File: src/rtl/alu_issue_ctrl_pkg.sv
// Shared types for the ALU issue path: datapath width, logic-unit opcodes,
// issue FSM states and the logic-op classifier.
package CPU_package;

    localparam int DATA_WIDTH = 8;

    typedef enum logic [2:0] {
        OP_AND  = 3'd0,
        OP_OR   = 3'd1,
        OP_XOR  = 3'd2,
        OP_NOTA = 3'd3,
        OP_NOTB = 3'd4,
        OP_CPR  = 3'd5
    } enum_alu_opcode_t;

    typedef enum logic [1:0] {
        IDLE = 2'd0,
        READ = 2'd1,
        EXEC = 2'd2,
        WB   = 2'd3
    } enum_issue_state_t;

    // Encodings 6 and 7 are not served by the logic unit.
    function automatic logic is_logic_op(input enum_alu_opcode_t op);
        case (op)
            OP_AND, OP_OR, OP_XOR, OP_NOTA, OP_NOTB, OP_CPR: return 1'b1;
            default:                                         return 1'b0;
        endcase
    endfunction

endpackage

File: src/rtl/alu_issue_ctrl_regfile.sv
// Architectural register file: two combinational read ports, one write port
// shared by external loads and ALU writeback; register 0 is constant zero.
module alu_regfile
    import CPU_package::*;
#(
    parameter int NUM_REGS = 8,
    parameter int REG_AW   = $clog2(NUM_REGS)
) (
    input  logic                  clk,
    input  logic                  rst,
    input  logic [REG_AW-1:0]     rd_addr_a,
    output logic [DATA_WIDTH-1:0] rd_data_a,
    input  logic [REG_AW-1:0]     rd_addr_b,
    output logic [DATA_WIDTH-1:0] rd_data_b,
    input  logic                  ld_en,
    input  logic [REG_AW-1:0]     ld_addr,
    input  logic [DATA_WIDTH-1:0] ld_data,
    input  logic                  wb_en,
    input  logic [REG_AW-1:0]     wb_addr,
    input  logic [DATA_WIDTH-1:0] wb_data
);

    logic                  wr_en;
    logic [REG_AW-1:0]     wr_addr;
    logic [DATA_WIDTH-1:0] wr_data;
    logic [DATA_WIDTH-1:0] regs [NUM_REGS];

    // Loads are refused while a writeback is pending, so the two never collide;
    // writeback is given priority anyway.
    always_comb begin
        wr_en   = wb_en || ld_en;
        wr_addr = wb_en ? wb_addr : ld_addr;
        wr_data = wb_en ? wb_data : ld_data;
    end

    assign regs[0] = '0;

    genvar gi;
    generate
        for (gi = 1; gi < NUM_REGS; gi++) begin : g_reg
            logic [DATA_WIDTH-1:0] q_reg;
            always_ff @(posedge clk) begin
                if (rst) begin
                    q_reg <= '0;
                end else if (wr_en && wr_addr == REG_AW'(gi)) begin
                    q_reg <= wr_data;
                end
            end
            assign regs[gi] = q_reg;
        end
    endgenerate

    assign rd_data_a = regs[rd_addr_a];
    assign rd_data_b = regs[rd_addr_b];

endmodule

File: src/rtl/alu_issue_ctrl.sv
// Issue controller for the logic unit: accepts one instruction at a time,
// reads operands, drives the unit, writes back and returns a completion record.
module alu_issue_ctrl
    import CPU_package::*;
#(
    parameter int NUM_REGS = 8,
    parameter int REG_AW   = $clog2(NUM_REGS)
) (
    input  logic                  clk,
    input  logic                  rst,
    input  logic                  instr_valid,
    output logic                  instr_ready,
    input  enum_alu_opcode_t      instr_opcode,
    input  logic [REG_AW-1:0]     instr_rd,
    input  logic [REG_AW-1:0]     instr_rs1,
    input  logic [REG_AW-1:0]     instr_rs2,
    input  logic                  ld_valid,
    output logic                  ld_ready,
    input  logic [REG_AW-1:0]     ld_addr,
    input  logic [DATA_WIDTH-1:0] ld_data,
    output enum_alu_opcode_t      alu_opcode,
    output logic [DATA_WIDTH-1:0] alu_a,
    output logic [DATA_WIDTH-1:0] alu_b,
    input  logic [DATA_WIDTH-1:0] alu_result,
    input  logic [2:0]            alu_flag,
    output logic                  res_valid,
    input  logic                  res_ready,
    output logic [DATA_WIDTH-1:0] res_data,
    output logic [REG_AW-1:0]     res_rd,
    output logic                  res_err,
    output logic [2:0]            flags_q
);

    enum_issue_state_t     state_reg;
    enum_alu_opcode_t      op_reg;
    logic [REG_AW-1:0]     rd_reg;
    logic [REG_AW-1:0]     rs1_reg;
    logic [REG_AW-1:0]     rs2_reg;
    enum_alu_opcode_t      alu_opcode_reg;
    logic [DATA_WIDTH-1:0] alu_a_reg;
    logic [DATA_WIDTH-1:0] alu_b_reg;
    logic                  res_valid_reg;
    logic [DATA_WIDTH-1:0] res_data_reg;
    logic [REG_AW-1:0]     res_rd_reg;
    logic                  res_err_reg;
    logic [2:0]            flags_reg;

    logic [DATA_WIDTH-1:0] rf_a;
    logic [DATA_WIDTH-1:0] rf_b;
    logic                  ld_fire;
    logic                  wb_en;
    logic                  is_data_op;

    // Handshake readies follow the state directly but are held low during reset.
    assign instr_ready = !rst && (state_reg == IDLE);
    assign ld_ready    = !rst && (state_reg != EXEC);
    assign ld_fire     = ld_valid && ld_ready;
    assign is_data_op  = is_logic_op(op_reg) && (op_reg != OP_CPR);
    assign wb_en       = (state_reg == EXEC) && is_data_op;

    alu_regfile #(
        .NUM_REGS (NUM_REGS),
        .REG_AW   (REG_AW)
    ) u_regfile (
        .clk       (clk),
        .rst       (rst),
        .rd_addr_a (rs1_reg),
        .rd_data_a (rf_a),
        .rd_addr_b (rs2_reg),
        .rd_data_b (rf_b),
        .ld_en     (ld_fire),
        .ld_addr   (ld_addr),
        .ld_data   (ld_data),
        .wb_en     (wb_en),
        .wb_addr   (rd_reg),
        .wb_data   (alu_result)
    );

    always_ff @(posedge clk) begin
        if (rst) begin
            state_reg      <= IDLE;
            op_reg         <= OP_AND;
            rd_reg         <= '0;
            rs1_reg        <= '0;
            rs2_reg        <= '0;
            alu_opcode_reg <= OP_AND;
            alu_a_reg      <= '0;
            alu_b_reg      <= '0;
            res_valid_reg  <= 1'b0;
            res_data_reg   <= '0;
            res_rd_reg     <= '0;
            res_err_reg    <= 1'b0;
            flags_reg      <= '0;
        end else begin
            case (state_reg)
                IDLE: begin
                    if (instr_valid) begin
                        op_reg    <= instr_opcode;
                        rd_reg    <= instr_rd;
                        rs1_reg   <= instr_rs1;
                        rs2_reg   <= instr_rs2;
                        state_reg <= READ;
                    end
                end
                READ: begin
                    alu_opcode_reg <= op_reg;
                    alu_a_reg      <= rf_a;
                    alu_b_reg      <= rf_b;
                    state_reg      <= EXEC;
                end
                EXEC: begin
                    res_rd_reg <= rd_reg;
                    if (is_data_op) begin
                        res_data_reg <= alu_result;
                        res_err_reg  <= 1'b0;
                    end else if (op_reg == OP_CPR) begin
                        flags_reg    <= alu_flag;
                        res_data_reg <= '0;
                        res_err_reg  <= 1'b0;
                    end else begin
                        res_data_reg <= '0;
                        res_err_reg  <= 1'b1;
                    end
                    state_reg <= WB;
                end
                WB: begin
                    // First WB cycle raises res_valid; the record then waits for res_ready.
                    if (!res_valid_reg) begin
                        res_valid_reg <= 1'b1;
                    end else if (res_ready) begin
                        res_valid_reg <= 1'b0;
                        state_reg     <= IDLE;
                    end
                end
                default: state_reg <= IDLE;
            endcase
        end
    end

    assign alu_opcode = alu_opcode_reg;
    assign alu_a      = alu_a_reg;
    assign alu_b      = alu_b_reg;
    assign res_valid  = res_valid_reg;
    assign res_data   = res_data_reg;
    assign res_rd     = res_rd_reg;
    assign res_err    = res_err_reg;
    assign flags_q    = flags_reg;

endmodule

File: config.mk
export PLATFORM = sky130hd
export DESIGN_NAME = alu_issue_ctrl
export DESIGN_NICKNAME = d
export VERILOG_FILES = /design/src/rtl/alu_issue_ctrl_pkg.sv /design/src/rtl/alu_issue_ctrl_regfile.sv /design/src/rtl/alu_issue_ctrl.sv
export SDC_FILE = /design/constraint.sdc
export NUM_CORES = 1
export LEC_CHECK = 0
export ABC_AREA = 1
export BUFFER_PORTS_ARGS = -buffer_cell sky130_fd_sc_hd__buf_2
export CAP_MARGIN = 15
export CORE_ASPECT_RATIO = 1.4
export CORE_MARGIN = 4
export CORE_UTILIZATION = 52
export DETAILED_ROUTE_END_ITERATION = 8
export PLACE_DENSITY = 0.87
export SYNTH_ARGS = -nofsm -noshare
export SYNTH_HDL_FRONTEND = slang
export SYNTH_SLANG_ARGS = --single-unit
File: constraint.sdc
create_clock -name clk -period 1.63 [get_ports clk]
set_input_delay 0.326 -clock clk [delete_from_list [all_inputs] [get_ports clk]]
set_output_delay 0.326 -clock clk [all_outputs]
set_load 0.02 [all_outputs]
# Word-level counts from Yosys, hierarchy flattened
# Index checks and enable logic that the tools add are counted.
[totals] ff_bits=105 input_bits=39 output_inout_bits=37 elab_cells=83
[op_classes] order_cmp=2 eq_ne=20 muxes=18 bitwise=3 reduce_logical=20
[ops] op="$bmux W8 S3" count=2
[ops] op="$mux W8" count=6
[ops] op="$eq A3 B3 Y1 const B" count=6
[ops] op="$eq A3 B2 Y1 const B" count=4
[ops] op="$logic_and A1 B1 Y1" count=12
[ops] op="$ge A4 B4 Y1 const B" count=2
[ops] op="$ne A2 B2 Y1 const B" count=4
[ops] op="$not A3 Y4" count=2
[ops] op="$pmux W2 S4" count=1
[ops] op="$eq A3 B1 Y1 const B" count=2
[ops] op="$mux W2" count=3
[ops] op="$reduce_and A3 Y1" count=2
[ops] op="$reduce_or A6 Y1" count=1
[ops] op="$mux W1" count=5
[ops] op="$eq A2 B2 Y1 const B" count=2
[ops] op="$logic_not A3 Y1" count=1
[ops] op="$mux W3" count=1
[ops] op="$ne A3 B3 Y1 const B" count=1
[ops] op="$eq A2 B1 Y1 const B" count=1
[ops] op="$logic_not A2 Y1" count=1
[ops] op="$reduce_and A2 Y1" count=1
[ops] op="$logic_not A1 Y1" count=1
[ops] op="$logic_or A1 B1 Y1" count=1
[ops] op="$not A1 Y1" count=1

# Depth between registers and ports, before layout
[depth] word_depth=8 ltp_mapped=12 ltp_nobuf=10

# Hierarchy
# A second synthesis with hierarchy kept.
[hier_totals] cells_unflattened=839 hier_area_um2=5436.5
[modules_own_cells] module="alu_regfile" n_inst=1 cells_per_inst=594 area_each_um2=3533.4 seq_area_each_um2=1121.1
[modules_own_cells] module="alu_issue_ctrl" n_inst=1 cells_per_inst=245 area_each_um2=1903.1 seq_area_each_um2=980.9

# Worst setup path before layout
# Ideal clock, no wire load.
[synth_path] kind="reg-to-reg" start="reg state_reg[0]" end="reg u_regfile.g_reg[3].q_reg[4]" setup_ns=0.113 arrival_time_ns=1.775 required_time_ns=1.517 slack_ns=-0.258 stages_incl_launch_ff=13 path_buffers=2 synth_period_minus_slack_ns=1.888 cell_sequence="dfxtp_1 -> inv_1 -> ha_1 -> buf_4 -> nor2_4 -> nand2_1 -> nand2_1 -> inv_2 -> nor2_4 -> buf_4 -> nand3_1 -> nand2_1 -> nor2_1"
[synth_via] elab_chain_cells=5 word_cells_on_any_way=10
[synth_lines] element="start: declaration" line="alu_issue_ctrl.sv:34" source="enum_issue_state_t state_reg;"
[synth_lines] element="start signal: assignment" line="alu_issue_ctrl.sv:81" source="state_reg <= IDLE;"
[synth_lines] element="start signal: assignment" line="alu_issue_ctrl.sv:102" source="state_reg <= READ;"
[synth_lines] element="start signal: assignment" line="alu_issue_ctrl.sv:109" source="state_reg <= EXEC;"
[synth_lines] element="$ne A2 B2 Y1" line="alu_issue_ctrl.sv:56" source="assign ld_ready = !rst && (state_reg != EXEC);"
[synth_lines] element="$logic_and A1 B1 Y1" line="alu_issue_ctrl.sv:56"
[synth_lines] element="net ld_ready" line="alu_issue_ctrl.sv:18" source="output logic ld_ready,"
[synth_lines] element="$logic_and A1 B1 Y1" line="alu_issue_ctrl.sv:57" source="assign ld_fire = ld_valid && ld_ready;"
[synth_lines] element="$logic_or A1 B1 Y1" line="alu_issue_ctrl_regfile.sv:31" source="wr_en = wb_en || ld_en;"
[synth_lines] element="$logic_and A1 B1 Y1" line="alu_issue_ctrl_regfile.sv:45" source="end else if (wr_en && wr_addr == REG_AW'(gi)) begin"
[synth_lines] element="end signal: assignment" line="alu_issue_ctrl_regfile.sv:46" source="q_reg <= wr_data;"
[synth_lines] element="end: declaration" line="alu_issue_ctrl_regfile.sv:41" source="logic [DATA_WIDTH-1:0] q_reg;"
# The timed path passes the listed nets, and every way through them passes these cells.
# A chain may end at the register's enable or synchronous reset.

# Worst setup path after layout
[layout_path] start="reg state_reg[0]" end="reg u_regfile.g_reg[7].q_reg[3]"
[layout_via] elab_chain_cells=5 word_cells_on_any_way=10
[layout_lines] element="$eq A2 B2 Y1 or $ne A2 B2 Y1 (tied branches)" line="alu_issue_ctrl.sv:59, alu_issue_ctrl.sv:56"
[layout_lines] element="$logic_and A1 B1 Y1, on equally long branches" line="alu_issue_ctrl.sv:59, alu_issue_ctrl.sv:56"
[layout_lines] element="$mux W3 or $logic_and A1 B1 Y1 (tied branches)" line="alu_issue_ctrl_regfile.sv:32, alu_issue_ctrl.sv:57"
[layout_lines] element="$eq A3 B3 Y1 or $logic_or A1 B1 Y1 (tied branches)" line="alu_issue_ctrl_regfile.sv:45, alu_issue_ctrl_regfile.sv:31"
[layout_lines] element="$logic_and A1 B1 Y1" line="alu_issue_ctrl_regfile.sv:45"
[layout_lines] element="end signal: assignment" line="alu_issue_ctrl_regfile.sv:46"
[layout_lines] element="end: declaration" line="alu_issue_ctrl_regfile.sv:41"
# Several ways; a longest one is shown, not always the timed one.

==> results_dict.tcl <==
set metrics [dict create \
    leakagePower_nw 2.71 \
    yosys.area.top_type "dfxtp_1" \
    synth_top_family_by_area "simple AND/OR/NAND/NOR gates" \
    numClockSinks 105 \
    grt_busiest_layer "met2" \
    synth_xor_area_share_pct 0 \
    yosys.area.top_type_share_pct 40.4 \
    die_h_um 126 \
    fill_cells 782 \
    layout_common_cells "135 x nand2_1, 134 x nor2_1, 102 x dfxtp_1" \
    route.detailed.drc 0 \
    synth_area_um2 5200 \
    yosysUniqueCellTypes 22 \
    numCtsBuffers 9 \
    vias 5497 \
    finalCritPeriodShare_pct 104 \
    routed_via_density 5.52 \
    arrival_ns 1.93 \
    synth-seq-cells 105 \
    critical_path.max_fanout 32 \
    cts_tree "built" \
    path_cells "inv_2 > ha_4 > buf_12 > nor2_4 > nand2_1 > nand2_2 > inv_2 > nor2_4 > buf_12 > nand3_1 > nand2_1 > nor2_1" \
    start_kind "register" \
    tightestPinTransition_ns 0.394 \
    clk_latency_ns 0.35 \
    layout_setup_ws_ns -0.0634 \
    dp_slack_ns -0.0401 \
    fmax_mhz 591 \
    cts_buffer_depth 2 \
    routed_wl_um 14700 \
    muxShareOfSynthArea_pct 0 \
    use_met2_pct 41.2 \
    seq_area_frac_synth_pct 40.4 \
    insertedDiodeCount 0 \
    clock-root-buffer "clkbuf_16" \
    use_met1_pct 30.7 \
    power_switching_share_pct 41.2 \
    slowest_stage "dfxtp_2" \
    p_sw_mw 4.26 \
    grt_pass1_vias 5048 \
    h-tree-depth 3 \
    drt_pass1_iterations 5 \
    grt_max_degree 50 \
    power_frac_comb_pct 46.5 \
    start_util_pct 54.1 \
    yosys.area_share.simple_pct 34.2 \
    cap_violations 0 \
    die_area_um2 11700 \
    power.density_nw_per_um2 1590 \
    cp_slowest_stage_delay_ns 0.34 \
    final_nets 903 \
    synth_compound_area_share_pct 16.3 \
    cp-end-kind "register" \
    largest_register_ffs 56 \
    gp_congestion 0.883 \
    p_int_mw 6.09 \
    finalHoldViolations 0 \
    drt-initial-drc-count 607 \
    synthTopCellsByArea "dfxtp_1 40%, nand2_1 11%, nor2_1 9.7%" \
    syn_to_final_growth_pct 25.2 \
    syn_inst 776 \
    seq_power_share_pct 32.0 \
    min_period_ns 1.69 \
    antenna_found_initial 0 \
    utilization_pct 67.8 \
    ios 76 \
    layout-drive-gt1-share_pct 22.9 \
    path_class "register to register" \
    power_frac_clock_pct 21.5 \
    outcome "finished, violations left" \
    finalMaxSlewViolations 0 \
    syn_area_per_cell_um2 6.71 \
    grt_pass1_wl_um 24100 \
    rows 42 \
    ir_worst_vdd_mv 0.964 \
    path_clk_slew_ns 0.07 \
    setup_viol 19 \
    hold_class "primary input to register" \
    yosysWarnings 0 \
    timing.hold.ws_ns 0.199 \
    grt_util_met3_pct 4.50 \
    grt_usage_pct 25.4 \
    synthAdderAreaFrac_pct 1.20 \
    violations "setup timing" \
    antenna_left 0 \
    core_area_um2 9620 \
    port_buffers 75 \
    wire_per_inst_um 14.8 \
    cp_data_required_time_ns 1.87 \
    finalClockSkew_ns 0.00931 \
    grt_setup_unrepaired "yes" \
    grt_overflow 0 \
    layout_commonest_cell "nand2_1" \
    die_w_um 92.6 \
    synth_nets 820 \
    slew_headroom_pct 73.5 \
    dp_hpwl_um 10300 \
]
-- synthesized netlist by cell type (all sizes together) --
cell type,number
nand2,153
nor2,148
dfxtp,105
nand3,96
a21oi,79
o21ai,64
inv,50
buf,28
clkbuf,18
o211ai,16
nand4,6
ha,5
clkinv,4
nor3,2
a211oi,1
o31ai,1
-- final timing paths --
kind,cells past startpoint,endpoint,from,slack (ns)
worst max register to register,12,u_regfile.g_reg[7].q_reg[3]$_SDFFE_PP0P_,state_reg[0]$_SDFFE_PP0P_,-0.06
worst min register to register,2,res_data[7]$_SDFFE_PP0P_,res_data[7]$_SDFFE_PP0P_,0.46
worst max-delay path,12,u_regfile.g_reg[7].q_reg[3]$_SDFFE_PP0P_,state_reg[0]$_SDFFE_PP0P_,-0.06
worst min-delay path,3,flags_q[1]$_SDFFE_PP0P_,alu_flag[1],0.20
-- repair_timing --
action                                  in CTS  in global routing
resized for setup                           14                 25
setup buffers                                4                  4
pin swaps                                    1                  5
endpoints found under the setup margin      58                 61
hold buffers                                 0                  0
-- logic make-up after synthesis --
group | count (synthesis)
adders and majority gates | 5
and+or+nand+nor | 405
buffers and inverters | 100
AOI/OAI and AO/OA | 161
DFF | 105
-- metal layers --
metal,wire (um),part of all wire (%),vias up
li1,-,-,2722
met2,6960,47,284
met4,884,6.0,0
met1,5870,40,2419
met3,1030,7.0,72
met5,0,0,-
-- per-stage QoR --
stage / total power, mW / cells / instance area (um^2) / setup TNS, ns
final: 10.3 / 996 / 6520 / -0.289
after global routing: 11.0 / 996 / 6520 / -6.57
after CTS: 10.1 / 992 / 6400 / -0.113
after detailed placement: 7.75 / 972 / 6020 / -0.290
after global placement: 7.65 / 972 / 6020 / 0
after floorplan: 6.26 / 776 / 5290 / -3.98
-- power by group through the flow --
stage          combinational (mW)  clock, mW  sequential [mW]
2_1_floorplan                2.77          0             3.48
3_3_place_gp                 4.34          0             3.32
3_5_place_dp                 4.41          0             3.34
4_1_cts                      4.58       2.24             3.30
5_1_grt                      5.24       2.36             3.36
6_report                     4.82       2.22             3.31
-- area by class of cell --
class	count	area, um^2	share of cell area [%]
Clock buffer	12	256	3.93
Clock inverter	4	51.3	0.787
Inverter	54	223	3.42
Multi-Input combinational cell	571	2840	43.5
Sequential cell	105	2110	32.3
Tap cell	132	165	2.53
Timing Repair Buffer	118	877	13.5
-- worst max-delay path: cells and delay by family (launching register included) --
kind | cells | cell delay, ns
and+or+nand+nor | 7 | 0.60
buffers and inverters | 4 | 0.46
DFF | 1 | 0.34
adders and majority gates | 1 | 0.18
Note: power is estimated with default switching activity, not from simulation.
